File: config.mk
export PLATFORM = sky130hd
export DESIGN_NAME = div_unit
export DESIGN_NICKNAME = d
export VERILOG_FILES = /design/src/rtl/div_unit.sv
export SDC_FILE = /design/constraint.sdc
export NUM_CORES = 1
export LEC_CHECK = 0
export CAP_MARGIN = 40
export CORE_AREA = 2 2 153 170
export CTS_CLUSTER_DIAMETER = 30
export DETAILED_ROUTE_END_ITERATION = 10
export DIE_AREA = 0 0 155 172
export GPL_ROUTABILITY_DRIVEN = 0
export GPL_TIMING_DRIVEN = 0
export HOLD_SLACK_MARGIN = 0.15
export PLACE_DENSITY = 0.65
export REMOVE_ABC_BUFFERS = 1
export SLEW_MARGIN = 20
export SYNTH_ARGS = -nofsm -noshare
export SYNTH_HDL_FRONTEND = slang
export SYNTH_SLANG_ARGS = --single-unit
export TNS_END_PERCENT = 1
File: constraint.sdc
create_clock -name i_clk -period 5.4 [get_ports i_clk]
set_input_delay 0.81 -clock i_clk [delete_from_list [all_inputs] [get_ports i_clk]]
set_output_delay 0.81 -clock i_clk [all_outputs]
set_load 0.01 [all_outputs]
File: src/rtl/div_unit.sv
// Iterative radix-2 restoring divider for RV32M DIV/DIVU/REM/REMU.
// Define DIV_FAST_PATH_EN to finish divide-by-zero and signed overflow in one cycle.
module div_unit (
  input  logic        i_clk,
  input  logic        i_rst,
  input  logic        i_start,
  input  logic [31:0] i_op_a,
  input  logic [31:0] i_op_b,
  input  logic [1:0]  i_div_op,
  output logic        o_busy,
  output logic        o_valid,
  output logic [31:0] o_div_data
);

  typedef enum logic [1:0] {S_IDLE, S_CALC, S_DONE} state_t;

  state_t      state_q, state_d;
  logic        sel_rem_q, sel_rem_d;
  logic        qneg_q, qneg_d, rneg_q, rneg_d;
  logic        dz_q, dz_d, ovf_q, ovf_d;
  logic [31:0] quo_q, quo_d, rem_q, rem_d, dvs_q, dvs_d, data_q, data_d;
  logic [5:0]  cnt_q, cnt_d;

  logic        in_signed, a_neg, b_neg, in_dz, in_ovf;
  logic [31:0] a_mag, b_mag;
  logic [32:0] rem_sh;
  logic        ge;
  logic [31:0] rem_nxt, quo_nxt, q_fin, r_fin, final_res;

  always_comb begin
    in_signed = ~i_div_op[0];
    a_neg     = in_signed & i_op_a[31];
    b_neg     = in_signed & i_op_b[31];
    a_mag     = a_neg ? -i_op_a : i_op_a;
    b_mag     = b_neg ? -i_op_b : i_op_b;
    in_dz     = (i_op_b == 32'h0);
    in_ovf    = in_signed && (i_op_a == 32'h8000_0000) && (i_op_b == 32'hFFFF_FFFF);
  end

  // The remainder is always below the divisor, so once the 33-bit trial
  // succeeds the difference fits in 32 bits and a 32-bit subtract is exact.
  always_comb begin
    rem_sh  = {rem_q, quo_q[31]};
    ge      = (rem_sh >= {1'b0, dvs_q});
    rem_nxt = ge ? (rem_sh[31:0] - dvs_q) : rem_sh[31:0];
    quo_nxt = {quo_q[30:0], ge};
  end

  // With a zero divisor the loop leaves |a| in the remainder, so the signed
  // correction already restores the original dividend for REM/REMU.
  always_comb begin
    q_fin = qneg_q ? -quo_nxt : quo_nxt;
    r_fin = rneg_q ? -rem_nxt : rem_nxt;
    if (dz_q) q_fin = 32'hFFFF_FFFF;
    if (ovf_q) begin
      q_fin = 32'h8000_0000;
      r_fin = 32'h0;
    end
    final_res = sel_rem_q ? r_fin : q_fin;
  end

`ifdef DIV_FAST_PATH_EN
  logic [31:0] fast_res;
  always_comb begin
    if (in_dz) fast_res = i_div_op[1] ? i_op_a : 32'hFFFF_FFFF;
    else       fast_res = i_div_op[1] ? 32'h0 : 32'h8000_0000;
  end
`endif

  always_comb begin
    state_d   = state_q;
    sel_rem_d = sel_rem_q;
    qneg_d    = qneg_q;
    rneg_d    = rneg_q;
    dz_d      = dz_q;
    ovf_d     = ovf_q;
    quo_d     = quo_q;
    rem_d     = rem_q;
    dvs_d     = dvs_q;
    cnt_d     = cnt_q;
    data_d    = data_q;
    case (state_q)
      S_IDLE: begin
        if (i_start) begin
          sel_rem_d = i_div_op[1];
          qneg_d    = a_neg ^ b_neg;
          rneg_d    = a_neg;
          dz_d      = in_dz;
          ovf_d     = in_ovf;
          quo_d     = a_mag;
          dvs_d     = b_mag;
          rem_d     = 32'h0;
          cnt_d     = 6'd0;
          state_d   = S_CALC;
`ifdef DIV_FAST_PATH_EN
          if (in_dz || in_ovf) begin
            state_d = S_DONE;
            data_d  = fast_res;
          end
`endif
        end
      end
      S_CALC: begin
        quo_d = quo_nxt;
        rem_d = rem_nxt;
        cnt_d = cnt_q + 6'd1;
        if (cnt_q == 6'd31) begin
          state_d = S_DONE;
          data_d  = final_res;
        end
      end
      S_DONE:  state_d = S_IDLE;
      default: state_d = S_IDLE;
    endcase
  end

  always_ff @(posedge i_clk or posedge i_rst) begin
    if (i_rst) begin
      state_q   <= S_IDLE;
      sel_rem_q <= 1'b0;
      qneg_q    <= 1'b0;
      rneg_q    <= 1'b0;
      dz_q      <= 1'b0;
      ovf_q     <= 1'b0;
      quo_q     <= 32'h0;
      rem_q     <= 32'h0;
      dvs_q     <= 32'h0;
      cnt_q     <= 6'd0;
      data_q    <= 32'h0;
    end else begin
      state_q   <= state_d;
      sel_rem_q <= sel_rem_d;
      qneg_q    <= qneg_d;
      rneg_q    <= rneg_d;
      dz_q      <= dz_d;
      ovf_q     <= ovf_d;
      quo_q     <= quo_d;
      rem_q     <= rem_d;
      dvs_q     <= dvs_d;
      cnt_q     <= cnt_d;
      data_q    <= data_d;
    end
  end

  assign o_busy     = (state_q != S_IDLE);
  assign o_valid    = (state_q == S_DONE);
  assign o_div_data = data_q;

endmodule

==> impl_metrics.toml, run 1 <==
[floorplanning]
initial_utilization = 0.446
dieHeight_um = 172
pin_count = 103
core_um2 = 25000
dieArea_um2 = 26700
die_x_um = 155
rows = 61

[critical_path]
worstPathRequired_ns = 5.77
r2r_slack_ns = 0.24
crit_type = "reg -> reg"
cp_slowest_stage_delay_ns = 0.47
crit_path_end_kind = "flip-flop"
r2r-start = "rem_q[19]"
worstPathCellList = "ha_1 -> a21oi_1 -> o21ai_0 -> a211o_1 -> a21boi_0 -> o211ai_4 -> buf_16 -> buf_16 -> inv_4 -> mux2i_1 -> ha_1 -> o221ai_2 -> o41ai_1 -> xnor2_1 -> a221o_1 -> o21ai_1"
rr_worst_depth = 16
slowest_stage = "dfrtp_1"
cp.arrival_ns = 5.53
r2r_end = "o_div_data[20]"
worstPathMaxFanout = 42
critPathLaunchType = "flip-flop"

[logic_synthesis]
yosysWarnings = 0
synthMuxAreaShare = 0.0265
synth-async-reset-ratio = 1.00
synth_area_leaders = "dfrtp_1 (32%), o21ai_0 (8.1%), xnor2_1 (5.3%)"
synth_compound_area_frac = 0.267
yosysTopAreaCell = "dfrtp_1"
syn_area_per_cell_um2 = 8.10
synth.top_cell.area_share = 0.317
synth_ff_type = "dfrtp_1"
synth_edf_count = 0
synthDistinctLibCells = 73
seq_area_frac_synth = 0.317
synth_simple_gate_area_frac = 0.194
synth-xor-area-share = 0.107
synth_top_family_by_area = "compound AO/OA/AOI/OAI gates"
synth_area_um2 = 11100
ys_ff_latch = 141
syn_inst = 1374
synthAdderAreaFrac = 0.0445

[clock_network]
clkLatencyLatePin_ns = 0.45
htree_levels = 4
cts_tree = "built"
cts_buffers = 17
root_buffer = "clkbuf_16"
clock_sinks = 141
clkTransAtPathRegs_ns = 0.07
cts_buffer_depth = 2

[outcome]
outcome = "finished clean"

[route]
routedWlPerCell_um = 18.6
drt_iter0_markers = 705
first_pass_iters = 5
routed_wl_mm = 32.7
antenna_left = 0
drc = 0
via_per_inst = 6.16
vias = 10837

[cells_and_area]
utilization = 0.525
fillerInstances = 2389
drive_gt1_frac = 0.0582
layout.nets = 1539
final_common_cell = "o21ai_0"
final_cell_mix = "o21ai_0 (181), dfrtp_1 (140), nand2_1 (137)"
area_delta_synth_final_pct = 17.7
antenna_cells = 0

[sta]
hold_slack_ns = 0.480
max_freq_mhz = 194
finalSetupViolations = 0
max_slew.worst_pin.slew_ns = 0.868
fin_crit_ns = 5.16
final.setup_skew_ns = 0.0121
rsz0062_at_grt = "false"
hold_viol = 0
finalCritPeriodShare = 0.955
max-slew-margin-rel = 0.416
drv_slew = 0

[pwr]
powerDensity_nw_per_um2 = 660
peakVddDrop_mv = 0.332
leakagePower_nw = 5.10

[job]
drv_cap = 0

[hold_path]
hold_start = "o_div_data[21]"
min_path_type = "reg -> reg"
hold_depth = 1
holdPathEnd = "o_div_data[21]"

[global_routing]
grt-ovfl-total = 0
track_usage = 0.251
grt_pass1_wl_mm = 53.7
grt_start_max_net_pins = 94
antenna_found_initial = 0
grt_pass1_vias = 10439

[place]
hpwl_mm = 24.4
place.port_buffers = 102
[cell type report]
type                       count  area, um2  area share
multi-input combinational   1102       7170       0.547
clock inverter                15        129     0.00984
clock buffer                  17        425      0.0325
timing repair buffer         116       1240      0.0949
inverter                      53        209      0.0160
tap                          315        394      0.0301
sequential                   141       3530       0.269
[cells in the mapped netlist, types with 4 or more instances]
cell	n
nand3_1	47
o211ai_1	8
nor3_1	30
xnor2_1	67
nand4_1	22
o21a_1	4
a22oi_1	33
nand2_1	138
nor2b_1	9
xor2_1	67
and3_1	10
a21boi_0	4
a211oi_1	13
nand2b_1	12
a21oi_1	74
or2_2	7
mux2i_1	25
or4_1	11
o22ai_1	5
or3_1	19
nor2_1	84
a221o_1	11
dfrtp_1	141
o31ai_1	27
a21o_1	19
ha_1	38
o21ai_0	181
a31oi_1	14
o41ai_1	18
a41oi_1	4
mux2_2	4
buf_2	6
nor3b_1	6
and2_1	5
nor4_1	18
inv_1	52
a221oi_1	14
clkbuf_1	69
[worst max-delay path: cells and delay by family (launching register included)]
kind	cells	cell delay, ns
AO/OA/AOI/OAI	9	2.52
XOR/XNOR	1	0.13
buffers and inverters	3	0.73
flip-flops	1	0.47
multiplexers	1	0.41
adder cells (fa/ha/maj)	2	0.78
[registers in the layout, summed over array words and instances, names as in the netlist, 2 cells and up]
register	flops
dvs_q	32
o_div_data	32
quo_q	32
rem_q	32
cnt_q	6
state_q	2
[worst max path at each step]
| stage | slack, ns | from | to | depth (start not counted) |
|---|---|---|---|---|
| floorplan | -0.17 | rem_q[12] | o_div_data[31] | 13 |
| global placement | -1.98 | rem_q[12] | o_div_data[22] | 14 |
| detailed placement | -0.32 | rem_q[7] | o_div_data[22] | 16 |
| CTS | 0.1 | rem_q[19] | o_div_data[22] | 16 |
| global route | 0.0006 | rem_q[19] | o_div_data[20] | 16 |
| finish | 0.24 | rem_q[19] | o_div_data[20] | 16 |
[power breakdown]
| part | internal [W] | total (W) | leakage, nW | switching, W |
|---|---|---|---|---|
| sequential | 0.00144 | 0.00193 | 1.62 | 0.000489 |
| combinational | 0.00215 | 0.00557 | 3.20 | 0.00342 |
| clock | 0.000603 | 0.00114 | 0.270 | 0.000541 |
| total | 0.00419 | 0.00864 | 5.10 | 0.00445 |
[per-layer routing]
layer / global-route usage / vias to the layer above / part of all wire
li1: - / 5215 / -
met1: 0.324 / 5252 / 0.43
met2: 0.431 / 314 / 0.49
met3: 0.0308 / 56 / 0.047
met4: 0.0954 / 0 / 0.033
met5: 0 / - / 0
[metrics by stage]
step	total power, W	instances	instance area (um2)	worst slack [ns]	setup TNS [ns]
4_1_cts	0.00855	1755	13100	0.0986	0
2_1_floorplan	0.00586	1296	10800	-0.165	-0.444
3_5_place_dp	0.00736	1723	12500	-0.320	-0.798
6_report	0.00864	1759	13100	0.243	0
5_1_grt	0.00938	1759	13100	0.000600	0
3_3_place_gp	0.00719	1713	12200	-1.98	-235.68
[what timing repair did]
action | 4_1_cts | 5_1_grt
hold buffers | 0 | 0
gates cloned | 0 | 0
gates resized for setup | 3 | 2
endpoints found under the setup margin | 4 | 8
buffers inserted | 0 | 3
pin swaps | 0 | 2
[kinds of logic (layout without fill, tap and decap cells)]
kind of cell,count (synthesis),in the layout
AOI/OAI and AO/OA,465,465
xor gates and xnor gates,135,135
adders and majority gates,39,39
buffers and inverters,131,201
DFF,141,141
muxes,29,29
and+or+nand+nor,434,434
Note: power is estimated with default switching activity, not from simulation.
==> run 2: changes to the inputs <==
Settings changed: SKIP_LAST_GASP set to 1.
==> results of run 2 <==
Same layout as run 1: the final DEF is identical, and so are final timing and power.
